**src/rtl/crc12_pkg.sv**
```systemverilog
// Shared constants, FSM encoding and output-register layout for the CRC-12 framer.
package crc12_pkg;

  localparam logic [11:0] CRC12_POLY = 12'h80F;
  localparam logic [11:0] CRC12_INIT = 12'h000;

  typedef enum logic [2:0] {
    StIdle,
    StData,
    StCrcHi,
    StCrcMid,
    StCrcLo
  } state_e;

  typedef struct packed {
    logic       valid;
    logic [3:0] data;
    logic       is_crc;
    logic       last;
  } out_reg_t;

  localparam out_reg_t OUT_REG_RESET = '{valid: 1'b0, data: 4'h0, is_crc: 1'b0, last: 1'b0};

endpackage

```
**src/rtl/crc12_nibble_step.sv**
```systemverilog
// Combinational CRC-12 update for one nibble, processed MSB first.
module crc12_nibble_step
  import crc12_pkg::*;
(
  input  logic [11:0] crc,
  input  logic [3:0]  nib,
  output logic [11:0] crc_next
);

  always_comb begin
    crc_next = crc;
    for (int i = 3; i >= 0; i--) begin
      if (crc_next[11] ^ nib[i]) begin
        crc_next = {crc_next[10:0], 1'b0} ^ CRC12_POLY;
      end else begin
        crc_next = {crc_next[10:0], 1'b0};
      end
    end
  end

endmodule

```
**src/rtl/crc12_frame_ctrl.sv**
```systemverilog
// Nibble-stream framer: passes data through and appends a 12-bit CRC as three trailing nibbles.
module crc12_frame_ctrl
  import crc12_pkg::*;
#(
  parameter int unsigned MAX_LEN = 256
) (
  input  logic        clk,
  input  logic        rst,
  input  logic        in_valid,
  output logic        in_ready,
  input  logic [3:0]  in_data,
  input  logic        in_last,
  output logic        out_valid,
  input  logic        out_ready,
  output logic [3:0]  out_data,
  output logic        out_is_crc,
  output logic        out_last,
  output logic        crc_done,
  output logic [11:0] crc_result,
  output logic [7:0]  frame_cnt,
  output logic        len_err
);

  // Counter holds up to MAX_LEN+1 so an over-long frame stays distinguishable.
  localparam int unsigned CntW = $clog2(MAX_LEN + 2);
  localparam logic [CntW-1:0] CntMax = CntW'(MAX_LEN);
  localparam logic [CntW-1:0] CntSat = CntW'(MAX_LEN + 1);

  state_e          state_q, state_d;
  logic [11:0]     crc_q, crc_d, crc_step;
  out_reg_t        out_q, out_d;
  logic            crc_done_q, crc_done_d;
  logic [11:0]     crc_result_q, crc_result_d;
  logic [7:0]      frame_cnt_q, frame_cnt_d;
  logic            len_err_q, len_err_d;
  logic [CntW-1:0] len_cnt_q, len_cnt_d;
  logic            advance, in_ready_c, accept;

  crc12_nibble_step u_step (
    .crc      (crc_q),
    .nib      (in_data),
    .crc_next (crc_step)
  );

  always_comb begin
    advance    = !out_q.valid || out_ready;
    in_ready_c = !rst && advance && (state_q == StIdle || state_q == StData);
    accept     = in_valid && in_ready_c;

    state_d      = state_q;
    crc_d        = crc_q;
    out_d        = out_q;
    crc_done_d   = 1'b0;
    crc_result_d = crc_result_q;
    frame_cnt_d  = frame_cnt_q;
    len_err_d    = len_err_q;
    len_cnt_d    = len_cnt_q;

    unique case (state_q)
      StIdle, StData: begin
        if (accept) begin
          out_d = '{valid: 1'b1, data: in_data, is_crc: 1'b0, last: 1'b0};
          crc_d = crc_step;
          if (len_cnt_q >= CntMax) begin
            len_err_d = 1'b1;
          end
          if (in_last) begin
            state_d   = StCrcHi;
            len_cnt_d = '0;
          end else begin
            state_d = StData;
            if (len_cnt_q != CntSat) begin
              len_cnt_d = len_cnt_q + CntW'(1);
            end
          end
        end else if (advance) begin
          out_d.valid = 1'b0;
        end
      end
      StCrcHi: begin
        if (advance) begin
          out_d   = '{valid: 1'b1, data: crc_q[11:8], is_crc: 1'b1, last: 1'b0};
          state_d = StCrcMid;
        end
      end
      StCrcMid: begin
        if (advance) begin
          out_d   = '{valid: 1'b1, data: crc_q[7:4], is_crc: 1'b1, last: 1'b0};
          state_d = StCrcLo;
        end
      end
      StCrcLo: begin
        if (advance) begin
          out_d        = '{valid: 1'b1, data: crc_q[3:0], is_crc: 1'b1, last: 1'b1};
          state_d      = StIdle;
          crc_d        = CRC12_INIT;
          crc_result_d = crc_q;
          crc_done_d   = 1'b1;
          frame_cnt_d  = frame_cnt_q + 8'd1;
        end
      end
      default: state_d = StIdle;
    endcase
  end

  always_ff @(posedge clk) begin
    if (rst) begin
      state_q      <= StIdle;
      crc_q        <= CRC12_INIT;
      out_q        <= OUT_REG_RESET;
      crc_done_q   <= 1'b0;
      crc_result_q <= '0;
      frame_cnt_q  <= '0;
      len_err_q    <= 1'b0;
      len_cnt_q    <= '0;
    end else begin
      state_q      <= state_d;
      crc_q        <= crc_d;
      out_q        <= out_d;
      crc_done_q   <= crc_done_d;
      crc_result_q <= crc_result_d;
      frame_cnt_q  <= frame_cnt_d;
      len_err_q    <= len_err_d;
      len_cnt_q    <= len_cnt_d;
    end
  end

  assign in_ready   = in_ready_c;
  assign out_valid  = out_q.valid;
  assign out_data   = out_q.data;
  assign out_is_crc = out_q.is_crc;
  assign out_last   = out_q.last;
  assign crc_done   = crc_done_q;
  assign crc_result = crc_result_q;
  assign frame_cnt  = frame_cnt_q;
  assign len_err    = len_err_q;

endmodule

```
**config.mk**
```make
export PLATFORM = sky130hd
export DESIGN_NAME = crc12_frame_ctrl
export DESIGN_NICKNAME = d
export VERILOG_FILES = /design/src/rtl/crc12_pkg.sv /design/src/rtl/crc12_nibble_step.sv /design/src/rtl/crc12_frame_ctrl.sv
export SDC_FILE = /design/constraint.sdc
export NUM_CORES = 1
export LEC_CHECK = 0
export BUFFER_PORTS_ARGS = -buffer_cell sky130_fd_sc_hd__clkbuf_2
export CAP_MARGIN = 10
export CORE_MARGIN = 10
export CORE_UTILIZATION = 50
export DETAILED_ROUTE_END_ITERATION = 6
export GPL_TIMING_DRIVEN = 0
export PLACE_DENSITY = 0.84
export SYNTH_ARGS = -nofsm -noshare
export SYNTH_HDL_FRONTEND = slang
export SYNTH_SLANG_ARGS = --single-unit
```
**constraint.sdc**
```tcl
create_clock -name clk -period 1.7 [get_ports clk]
set_clock_uncertainty 0.1 [all_clocks]
set_input_delay 0.255 -clock clk [delete_from_list [all_inputs] [get_ports clk]]
set_output_delay 0.255 -clock clk [all_outputs]
set_load 0.005 [all_outputs]
```
==> metrics.md, run 1 <==
| Metric | Value |
|---|---|
| Status | `finished, violations left` |
| Failing checks | `setup timing` |
| Core Util, Final | `69.0%` |
| Commonest cells in the netlist | `dfxtp_1, nand2_1, a21oi_1, nor2_1` |
| Max cap viols | `0` |
| # nets final | `364` |
| Overall Global Routing Usage | `16.4%` |
| #FFs+latches synth | `53` |
| First-pass GRT wire length | `10,400 µm` |
| Clock period minus worst slack | `1770 ps` |
| Initial DRC Count | `164` |
| Vias/cell | `5.62` |
| Remaining DRCs | `0` |
| Setup crit end kind | `flip-flop` |
| Reg clk slew, reported paths | `100 ps` |
| CP arrival | `1900 ps` |
| Die Y | `89.6 µm` |
| Clock buffer depth | `2` |
| Post-route cell area | `0.00326 mm²` |
| Yosys top cell by area | `dfxtp_1` |
| Kind of critical path | `flip-flop to flip-flop` |
| Post-DP Area | `0.00275 mm²` |
| Avg Inst Size Synth | `8.44 µm²` |
| Antenna violations before repair | `0` |
| Worst-skew pair later-pin latency | `310 ps` |
| Placer Congestion | `0.895` |
| Top post-synthesis cells by area | `dfxtp_1, a21oi_1, nand2_1` |
| Setup violations, final | `8` |
| Port Buf Inserts | `37` |
| Largest net degree at the start of global routing | `17` |
| Share of cells above drive strength 1 | `32.9%` |
| Initial Util | `51.3%` |
| Nature of the critical path startpoint | `flip-flop` |
| Hold endpoint | `out_data[0]$_SDFFE_PP0P_` |
| # hold bufs at CTS | `0` |
| Yosys warning count | `0` |
| R2R Path End | `crc_q[11]$_SDFFE_PP0P_` |
| Sw frac | `26.4%` |
| Core area | `0.00472 mm²` |
| Clock power frac | `33.5%` |
| Post-synth EDFFs | `0` |
| Vias in the first global route | `2,214` |
| Die Area | `0.00803 mm²` |
| Hold path startpoint | `rst` |
| Detail Placement HPWL | `4240 µm` |
| Worst Hold Class | `input pin to flip-flop` |
| Clock tree from TritonCTS | `built` |
| Int Pwr | `1.96 mW` |
| Post-layout power | `2.67 mW` |
| CTS Buf Count | `5` |
| Required time of the critical path | `1830 ps` |
| Hold Path Cell Cnt | `2` |
| 1st-pass router iterations | `5` |
| Rel. slew slack | `60.9%` |
| Reg2Reg Depth | `5` |
| Final WS setup | `-74.3 ps` |
| Fin. Hold Viols | `0` |
| Post-DR wirelength/cell | `15.9 µm` |
| Via count | `2,361` |
| Synth Flop Type | `dfxtp_1` |
| Global route overflow | `0` |
| CTS H-tree lvls | `2` |
| Share of total power in sequential cells | `49.9%` |
| Number of distinct library cells after synthesis | `40` |
| Number of diodes | `0` |
| Synthesized cell area | `0.00242 mm²` |
| Worst vdd ir | `0.553 mV` |
| Leakage | `1.26 nW` |
| Area growth syn-to-layout | `34.4%` |
| Syn nets | `299` |
| Register area share after synthesis | `43.8%` |
| Routed Antenna Nets | `0` |
| Slew Viols, Final | `0` |
| CTS Sinks | `53` |
| # IOs | `39` |
| Top-count cell post-synth | `dfxtp_1` |
| Logic pwr share | `16.6%` |
| Post-synth ARST share | `0%` |
| P per Cell Area | `819 mW/mm²` |
| Final WL | `6680 µm` |
| Fillers | `330` |
| CP max FO | `4` |
| Root cell of the clock tree | `clkbuf_8` |
| DIE WIDTH | `89.6 µm` |
| FMAX | `564 MHz` |
| Share of the synthesized area in the top cell type | `43.8%` |
| Synth Instances | `287` |
| RSZ-0062 raised after global routing | `true` |
| RR Startpoint | `crc_q[10]$_SDFFE_PP0P_` |
| Sw Pwr | `0.704 mW` |
| R2R setup slack | `-70 ps` |
| Actual slew at the worst max-slew pin | `587 ps` |
| Row Count | `25` |
| Fraction of the cycle the final worst path needs | `104%` |
| Pre-CTS setup slack | `-224 ps` |
power by group through the flow:
stage          Sequential, mW  Clock (mW)  Combinational (mW)
2_1_floorplan            1.34           0               0.250
3_3_place_gp             1.35           0               0.330
3_5_place_dp             1.35           0               0.337
4_1_cts                  1.33       0.904               0.382
5_1_grt                  1.34       0.960               0.475
6_report                 1.33       0.894               0.442
registers in the layout (all words and copies together), names as in the netlist:
register	flops
out_valid	1
len_cnt_q	9
len_err	1
out_is_crc	1
out_last	1
crc_result	12
crc_q	12
frame_cnt	8
out_data	4
crc_done	1
state_q	3
timing repair:
action,CTS,global route
pin swaps,4,6
endpoints found under the setup margin,40,41
cloned,1,1
resized for setup,25,20
setup buffers,10,11
final cells by class:
cell class | count | area [µm²] | area share [%]
multi-input cells | 214 | 1430 | 43.8
flip-flops and latches | 53 | 1070 | 32.9
repair buffers | 59 | 390 | 12.0
plain buffers | 15 | 149 | 4.57
well taps | 67 | 83.8 | 2.57
clock buffers | 6 | 82.6 | 2.54
clock inverters | 2 | 37.5 | 1.15
inverters | 4 | 15.0 | 0.461
worst max-delay path: stages (launching register included):
cell and delay, ps:
dfxtp_1 470, xnor2_2 140, xnor2_1 410, xnor2_1 190, and2_1 200, o31ai_1 180
worst max-delay path by stage:
stage,from,to,slack [ps]
floorplan,rst,len_cnt_q[7]$_SDFFE_PP0P_,-20
global placement,out_valid$_SDFFE_PP0P_,out_data[3]$_SDFFE_PP0P_,-170
detailed placement,out_valid$_SDFFE_PP0P_,len_cnt_q[1]$_SDFFE_PP0P_,-220
CTS,state_q[2]$_SDFFE_PP0P_,len_cnt_q[8]$_SDFFE_PP0P_,-30
global route,crc_q[10]$_SDFFE_PP0P_,crc_q[11]$_SDFFE_PP0P_,-140
finish,crc_q[10]$_SDFFE_PP0P_,crc_q[11]$_SDFFE_PP0P_,-70
logic make-up after synthesis:
family	synth area share (%)
flip-flops	43.8
AO/OA/AOI/OAI	11.3
adder cells (fa/ha/maj)	1.55
AND/OR/NAND/NOR	27.0
XOR/XNOR	9.03
multiplexers	2.89
buffers and inverters	4.44
placed cells by master (no fill, tap or decap), drive strengths merged:
cell      instances
dfxtp            53
clkbuf           50
nand2            44
a21oi            34
nor2             33
buf              30
xnor2            15
nand3            15
xor2             10
nor3              9
nand4             7
mux2i             7
nor4              7
nand2b            5
inv               4
ha                3
a31oi             3
o21ai             3
nor2b             3
nor3b             2
o21bai            1
or4               1
or3               1
and3              1
or3b              1
o41ai             1
a21boi            1
nand3b            1
o21ba             1
or2               1
and2              1
o31ai             1
a311o             1
a211oi            1
bufinv            1
clkinvlp          1
through the flow:
| step | TNS [ps] | cells | hold slack (ps) |
|---|---|---|---|
| after floorplan | -52.1 | 287 | 326 |
| after global placement | -3860 | 391 | 343 |
| after detailed placement | -4820 | 391 | 348 |
| after CTS | -147 | 408 | 45.7 |
| after global routing | -1070 | 420 | 56.6 |
| final | -278 | 420 | 50.4 |
routing by layer:
metal  vias up  share of wire (%)  global-route usage, %
li1       1111                  -                      -
met1      1115                 41                   19.5
met2       109                 49                   27.6
met3        26                6.3                   4.51
met4         0                3.2                   6.36
met5         -                  0                      0
Note: power is estimated with default switching activity, not from simulation.
==> run 2: changes to the inputs <==
--- a/config.mk
+++ b/config.mk
@@ -5,13 +5,14 @@
 export SDC_FILE = /design/constraint.sdc
 export NUM_CORES = 1
 export LEC_CHECK = 0
-export BUFFER_PORTS_ARGS = -buffer_cell sky130_fd_sc_hd__clkbuf_2
 export CAP_MARGIN = 10
 export CORE_MARGIN = 10
-export CORE_UTILIZATION = 50
+export CORE_UTILIZATION = 56
 export DETAILED_ROUTE_END_ITERATION = 6
+export DONT_BUFFER_PORTS = 1
+export GPL_ROUTABILITY_DRIVEN = 1
 export GPL_TIMING_DRIVEN = 0
-export PLACE_DENSITY = 0.84
+export PLACE_DENSITY = 0.83
 export SYNTH_ARGS = -nofsm -noshare
 export SYNTH_HDL_FRONTEND = slang
 export SYNTH_SLANG_ARGS = --single-unit
==> run 2 against run 1 <==
  * The flow still finishes with violations (setup timing)
  * Clock power shrank 17%
  * First-iteration DRC count rose by 41%
  * Fmax is 1.9% higher
  * Global-route usage fell by 0.32 points
  * Cell count is 15% lower
  * Sequential share of layout area up 2.2 points
  * Hold slack got worse by 40 ps
  * Routed wire length shrank 0.73%
  * Non-clock buffer count shrank 43
  * Combinational power shrank 9.7%
  * Final area decreased by 6.1%
  * Setup slack improved by 33 ps
  * Critical path type unchanged
  * Largest power group unchanged
  * Highest routed layer unchanged
==> metrics.md, run 2 (synthesis results as in run 1) <==
| Metric | Value |
|---|---|
| Routed Antenna Nets | `0 (unchanged)` |
| Remaining DRCs | `0 (unchanged)` |
| Setup crit end kind | `flip-flop` |
| Rel. slew slack | `56.9% (-3.9 points)` |
| Post-route cell area | `0.00306 mm² (-6.1%)` |
| FMAX | `574 MHz (+1.9%)` |
| Most frequent cells in the layout | `dfxtp_1, nand2_1, nor2_1` |
| DP Cell Count | `337 (-14%)` |
| CP max FO | `7 (+3)` |
| Detail Placement HPWL | `3960 µm (-6.5%)` |
| # nets final | `320 (-12%)` |
| Port Buf Inserts | `0 (-100%)` |
| Row Count | `23 (-8.0%)` |
| Post-DP Area | `0.00254 mm² (-7.5%)` |
| Number of diodes | `0 (unchanged)` |
| R2R setup slack | `-40 ps (+30 ps)` |
| Antenna violations before repair | `0 (unchanged)` |
| Slew Viols, Final | `0 (unchanged)` |
| Fin. Hold Viols | `0 (unchanged)` |
| Share of cells above drive strength 1 | `27.2% (-5.7 points)` |
| CP arrival | `1800 ps (-100 ps)` |
| Required time of the critical path | `1760 ps (-70 ps)` |
| Nature of the critical path startpoint | `flip-flop` |
| Failing checks | `setup timing` |
| Area of the multi-input gates | `0.00149 mm² (+4.6%)` |
| P per Cell Area | `811 mW/mm² (-0.95%)` |
| Leakage | `1.10 nW (-12%)` |
| Clock buffer depth | `2 (unchanged)` |
| Die Area | `0.00736 mm² (-8.4%)` |
| Fillers | `253 (-23%)` |
| Max cap viols | `0 (unchanged)` |
| RSZ-0062 raised after global routing | `true` |
| Status | `finished, violations left` |
| Placer Congestion | `0.872 (-2.6%)` |
| Root cell of the clock tree | `clkbuf_8` |
| CTS Buf Count | `5 (unchanged)` |
| Area growth syn-to-layout | `26.2%` |
| Global route overflow | `0 (unchanged)` |
| Core area | `0.00409 mm² (-13%)` |
| Pre-CTS setup slack | `-281 ps (-57.3 ps)` |
| Actual slew at the worst max-slew pin | `646 ps (+59.2 ps)` |
| Initial DRC Count | `231 (+41%)` |
| DIE WIDTH | `85.8 µm (-4.3%)` |
| CTS Sinks | `53 (unchanged)` |
| Vias/cell | `6.13 (+9.1%)` |
| Initial Util | `59.3% (+8.0 points)` |
| Area occupied by registers | `0.00107 mm² (+0.12%)` |
| Commonest non-fill, non-tap cell in the layout | `dfxtp_1` |
| Reg clk slew, reported paths | `90 ps (about the same)` |
| Vias in the first global route | `2,081 (-6.0%)` |
| Kind of critical path | `flip-flop to flip-flop` |
| 1st-pass router iterations | `5 (unchanged)` |
| Final WL | `6630 µm (-0.73%)` |
| Via count | `2,202 (-6.7%)` |
| Clock tree from TritonCTS | `built` |
| # IOs | `39 (unchanged)` |
| CTS H-tree lvls | `2 (unchanged)` |
| Final WS setup | `-41.3 ps (+33.0 ps)` |
| Die Y | `85.8 µm (-4.3%)` |
| Fraction of the cycle the final worst path needs | `102% (-1.9 points)` |
| Worst-skew pair later-pin latency | `300 ps (about the same)` |
| Final non-filler cell total | `359 (-15%)` |
| Clock period minus worst slack | `1740 ps (-33.0 ps)` |
| Worst vdd ir | `0.750 mV (+36%)` |
| Worst Hold Class | `input pin to flip-flop` |
| Largest net degree at the start of global routing | `17 (unchanged)` |
| Setup violations, final | `4 (-4)` |
| Overall Global Routing Usage | `16.1% (-0.32 points)` |
| First-pass GRT wire length | `10,100 µm (-3.3%)` |
| Post-DR wirelength/cell | `18.5 µm (+16%)` |
==> run 2: cell types whose count changed in the layout (fill, tap and decap cells not counted), sizes merged <==
cell	before	now
clkbuf	50	15
buf	30	22
clkinv	0	2
bufinv	1	0
clkinvlp	1	0
nor2b	3	2
==> run 2: final timing paths <==
path / cells past startpoint / to / start
worst min-delay path: 2 / out_data[2]$_SDFFE_PP0P_ / in_data[2]
worst min register to register: 2 / crc_result[10]$_SDFFE_PP0P_ / crc_result[10]$_SDFFE_PP0P_
worst max register to register: 6 / crc_q[7]$_SDFFE_PP0P_ / state_q[2]$_SDFFE_PP0P_
worst max-delay path: 6 / crc_q[7]$_SDFFE_PP0P_ / state_q[2]$_SDFFE_PP0P_
==> run 2: where the power goes <==
part	internal, mW	switching, mW
combinational	0.183	0.216
clock	0.331	0.407
sequential	1.28	0.0611
total	1.80	0.684
==> run 2: stage by stage <==
step	power [mW]	hold slack, ps	setup TNS, ps	util, %
2_1_floorplan	1.59	326	-52.1	-
3_3_place_gp	1.65	333	-4950	62.2
3_5_place_dp	1.66	336	-5910	62.2
4_1_cts	2.43	16.3	-142	69.7
5_1_grt	2.57	13.3	-687	74.9
6_report	2.48	10.6	-97.7	74.9
==> run 2: final cells by class <==
class	instances	area share [%]
plain buffers	15	5.19
clock buffers	6	2.70
clock inverters	2	0.450
inverters	4	0.491
multi-input cells	213	48.8
flip-flops and latches	53	35.1
well taps	50	2.04
repair buffers	16	5.28
==> run 2: layer usage <==
metal  vias to the layer above  routed length (µm)  track usage (%)  part of all wire [%]
met5                         -                   0                0                     0
met4                         0                  92             4.49                   1.4
met3                        12                 728             5.68                    11
met2                       135                3220             27.3                    49
met1                      1033                2590             18.7                    39
li1                       1022                   -                -                     -
==> run 2: timing repair <==
action / 4_1_cts / 5_1_grt
gates resized for setup: 30 / 33
hold buffers: 0 / 0
setup endpoints to repair: 43 / 39
buffers inserted: 9 / 6
pin swaps: 9 / 12
gates cloned: 0 / 1
==> run 2: critical path, stage by stage (launching register included) <==
cell and delay, ps:
dfxtp_4 360, buf_8 120, or4_4 520, buf_8 170, buf_8 140, nand3_1 100
a21oi_1 80
==> run 3: changes to the inputs <==
--- a/config.mk
+++ b/config.mk
@@ -5,6 +5,7 @@
 export SDC_FILE = /design/constraint.sdc
 export NUM_CORES = 1
 export LEC_CHECK = 0
+export ABC_AREA = 1
 export CAP_MARGIN = 10
 export CORE_MARGIN = 10
 export CORE_UTILIZATION = 56
==> run 3 against run 2 <==
  * The run now ends clean
  * Core utilization fell by 8.7 points
  * Combinational power down 27%
  * Fmax is 5.4% higher
  * Total power is 5.4% higher
  * Area after synthesis grew 5.0%
  * Critical path type unchanged
==> metrics.md, run 3 <==
| Metric | Value |
|---|---|
| Die Y | `87.4 µm (+1.9%)` |
| Synthesized cell area | `0.00254 mm² (+5.0%)` |
| Top post-synthesis cells by area | `dfxtp_1, nand2_1, a21oi_1` |
| Core area | `0.00438 mm² (+7.3%)` |
| Worst path max stage delay | `350 ps (-170 ps)` |
| Via count | `2,585 (+17%)` |
| Clock tree from TritonCTS | `built` |
| Yosys top cell by area | `dfxtp_1` |
| DP Cell Count | `433 (+28%)` |
| Rel. slew slack | `57.5% (+0.56 points)` |
| Avg Inst Size Synth | `6.68 µm² (-21%)` |
| DIE WIDTH | `87.4 µm (+1.9%)` |
| CP max-delay cell | `dfxtp_2` |
| Clock buffer depth | `2 (unchanged)` |
| CP Depth | `10 (+4)` |
| FMAX | `605 MHz (+5.4%)` |
| Largest net degree at the start of global routing | `17 (unchanged)` |
| Antenna violations before repair | `0 (unchanged)` |
| Synth Flop Type | `dfxtp_1` |
| Yosys warning count | `0 (unchanged)` |
| Actual slew at the worst max-slew pin | `638 ps (-8.34 ps)` |
| #FFs+latches synth | `53 (unchanged)` |
| Final non-filler cell total | `451 (+26%)` |
| Cell Chain, Critical Path | `inv_2, ha_4, nand2_2, nor4_2, nand2_1, nand2_2, buf_6, nor2_1, a21oi_1, nor2_1` |
| Global route overflow | `0 (unchanged)` |
| Top-count cell post-synth | `nand2_1` |
| Routed Antenna Nets | `0 (unchanged)` |
| Synth Instances | `381 (+33%)` |
| Post-layout power | `2.61 mW (+5.4%)` |
| Reg clk slew, reported paths | `100 ps (about the same)` |
| Most frequent cells in the layout | `nand2_1, dfxtp_1, inv_1` |
| Setup violations, final | `0 (-4)` |
| Detail Placement HPWL | `4880 µm (+23%)` |
| Remaining DRCs | `0 (unchanged)` |
| Worst Hold Class | `input pin to flip-flop` |
| Register area share after synthesis | `41.7% (-2.1 points)` |
| Worst-skew pair later-pin latency | `310 ps (about the same)` |
| RR Startpoint | `len_cnt_q[1]$_SDFFE_PP0P_` |
| R2R setup slack | `50 ps (+90 ps)` |
| Syn nets | `393 (+31%)` |
| Post-DP Area | `0.00261 mm² (+2.6%)` |
| P per Cell Area | `901 mW/mm² (+11%)` |
| Root cell of the clock tree | `clkbuf_8` |
| Post-DR wirelength/cell | `15.4 µm (-17%)` |
| Status | `finished clean` |
| 1st-pass router iterations | `5 (unchanged)` |
| Setup crit end kind | `flip-flop` |
| Vias/cell | `5.73 (-6.6%)` |
| Post-synth ARST share | `0% (unchanged)` |
| Number of diodes | `0 (unchanged)` |
| Area growth syn-to-layout | `14.1%` |
| Clock period minus worst slack | `1650 ps (-88.5 ps)` |
| Leakage | `1.23 nW (+12%)` |
| Slew Viols, Final | `0 (unchanged)` |
| CP Buf/Inv Count | `2 (-1)` |
| Vias in the first global route | `2,278 (+9.5%)` |
| Overall Global Routing Usage | `17.6% (+1.5 points)` |
| Share of total power in sequential cells | `50.3% (-3.9 points)` |
| CTS Buf Count | `5 (unchanged)` |
| Final WL | `6940 µm (+4.6%)` |
| CP top delay family | `simple AND/OR/NAND/NOR gates` |
| Share of cells above drive strength 1 | `13.3% (-14 points)` |
| Initial Util | `58.0% (-1.3 points)` |
| Max cap viols | `0 (unchanged)` |
| Clock power frac | `38.5% (+8.8 points)` |
| Port Buf Inserts | `0 (unchanged)` |
| Worst vdd ir | `0.467 mV (-38%)` |
| Commonest non-fill, non-tap cell in the layout | `nand2_1` |
| RSZ-0062 raised after global routing | `true` |
| Kind of critical path | `flip-flop to flip-flop` |
| Logic pwr share | `11.2% (-4.9 points)` |
| # hold bufs at CTS | `0 (unchanged)` |
| CP max FO | `6 (-1)` |
| Fraction of the cycle the final worst path needs | `97.2% (-5.2 points)` |
| First-pass GRT wire length | `11,000 µm (+9.1%)` |
| Sw Pwr | `0.648 mW (-5.2%)` |
| Hold path startpoint | `in_last` |
| Nature of the critical path startpoint | `flip-flop` |
| R2R Path End | `len_cnt_q[8]$_SDFFE_PP0P_` |
| CP arrival | `1740 ps (-60 ps)` |
| Share of the synthesized area in the top cell type | `41.7% (-2.1 points)` |
| Reg2Reg Depth | `10 (+4)` |
| Post-route cell area | `0.00290 mm² (-5.2%)` |
| Placer Congestion | `0.964 (+11%)` |
| # nets final | `410 (+28%)` |
| Sw frac | `24.8% (-2.8 points)` |
| Int Pwr | `1.97 mW (+9.4%)` |
| Pre-CTS setup slack | `-86.0 ps (+195 ps)` |
| CTS Sinks | `53 (unchanged)` |
| Required time of the critical path | `1780 ps (+20 ps)` |
| Final WS setup | `47.2 ps (+88.5 ps)` |
| Fin. Hold Viols | `0 (unchanged)` |
| Critical Path Source | `len_cnt_q[1]$_SDFFE_PP0P_` |
| Die Area | `0.00764 mm² (+3.8%)` |
| Core Util, Final | `66.2% (-8.7 points)` |
| Row Count | `24 (+4.3%)` |
| Post-synth EDFFs | `0 (unchanged)` |
| Crit path to | `len_cnt_q[8]$_SDFFE_PP0P_` |
| Number of distinct library cells after synthesis | `26 (-35%)` |
| Initial DRC Count | `262 (+13%)` |
| # IOs | `39 (unchanged)` |
| CTS H-tree lvls | `2 (unchanged)` |
| Commonest cells in the netlist | `nand2_1, dfxtp_1, inv_1` |
[run 3: cell types whose count changed after synthesis, moves of 6 or more]
cell | previous run | this run
a21oi_1 | 33 | 43
inv_1 | 4 | 49
mux2i_1 | 7 | 0
nand2_1 | 44 | 117
nand3_1 | 15 | 26
nor2_1 | 33 | 27
o21ai_0 | 3 | 24
xnor2_1 | 15 | 1
xor2_1 | 10 | 3
[run 3: worst min-delay path by stage]
stage               cells past startpoint                   endpoint  slack, ps
floorplan                               3  len_cnt_q[3]$_SDFFE_PP0P_        330
global placement                        3  len_cnt_q[3]$_SDFFE_PP0P_        330
detailed placement                      2   out_data[0]$_SDFFE_PP0P_        350
CTS                                     3  len_cnt_q[4]$_SDFFE_PP0P_         10
global route                            3  len_cnt_q[4]$_SDFFE_PP0P_         10
finish                                  3  len_cnt_q[4]$_SDFFE_PP0P_          7
[run 3: cells by family after synthesis]
group / share of synthesized area [%]
adders and majority gates: 1.48
xor gates and xnor gates: 1.38
buffers and inverters: 9.40
DFF: 41.7
AOI/OAI and AO/OA: 15.4
and+or+nand+nor: 30.6
[run 3: final cells by class]
| class | count | area [µm²] |
|---|---|---|
| Clock buffer | 5 | 68.8 |
| Inverter | 49 | 184 |
| Sequential cell | 53 | 1070 |
| Tap cell | 52 | 65.1 |
| Buffer | 11 | 60.1 |
| Clock inverter | 3 | 65.1 |
| Fill cell | 371 | 1480 |
| Multi-Input combinational cell | 268 | 1310 |
| Timing Repair Buffer | 10 | 80.1 |
[run 3: power by group through the flow]
stage,logic (mW),registers [mW],clock network (mW)
detailed placement,0.234,1.34,0
floorplan,0.183,1.33,0
CTS,0.247,1.31,1.00
global route,0.323,1.32,1.07
global placement,0.226,1.34,0
finish,0.292,1.32,1.01
[run 3: timing repair]
action	CTS	global route
buffers inserted	3	6
pin swaps	1	7
endpoints found under the hold margin	0	0
gates resized for setup	2	33
gates cloned	0	1
endpoints found under the setup margin	18	47
[run 3: routing by layer]
| metal | global-route usage (%) | up-vias | part of all wire (%) |
|---|---|---|---|
| met5 | 0 | - | 0 |
| met3 | 4.40 | 23 | 10 |
| met2 | 27.6 | 138 | 46 |
| met1 | 22.3 | 1167 | 41 |
| met4 | 6.96 | 0 | 2.9 |
| li1 | - | 1257 | - |
[run 3: metrics by stage]
| step | hold WS [ps] | TNS, ps |
|---|---|---|
| global placement | 333 | -980 |
| global route | 10.9 | -819 |
| floorplan | 328 | 0 |
| finish | 6.98 | 0 |
| detailed placement | 345 | -958 |
| CTS | 13.5 | 0 |
[run 3: worst register-to-register path, delay by kind of cell, from the launching register on]
kind / cells / cell delay, ps
and+or+nand+nor: 6 / 640
DFF: 1 / 350
buffers and inverters: 2 / 210
adders and majority gates: 1 / 130
AOI/OAI and AO/OA: 1 / 100
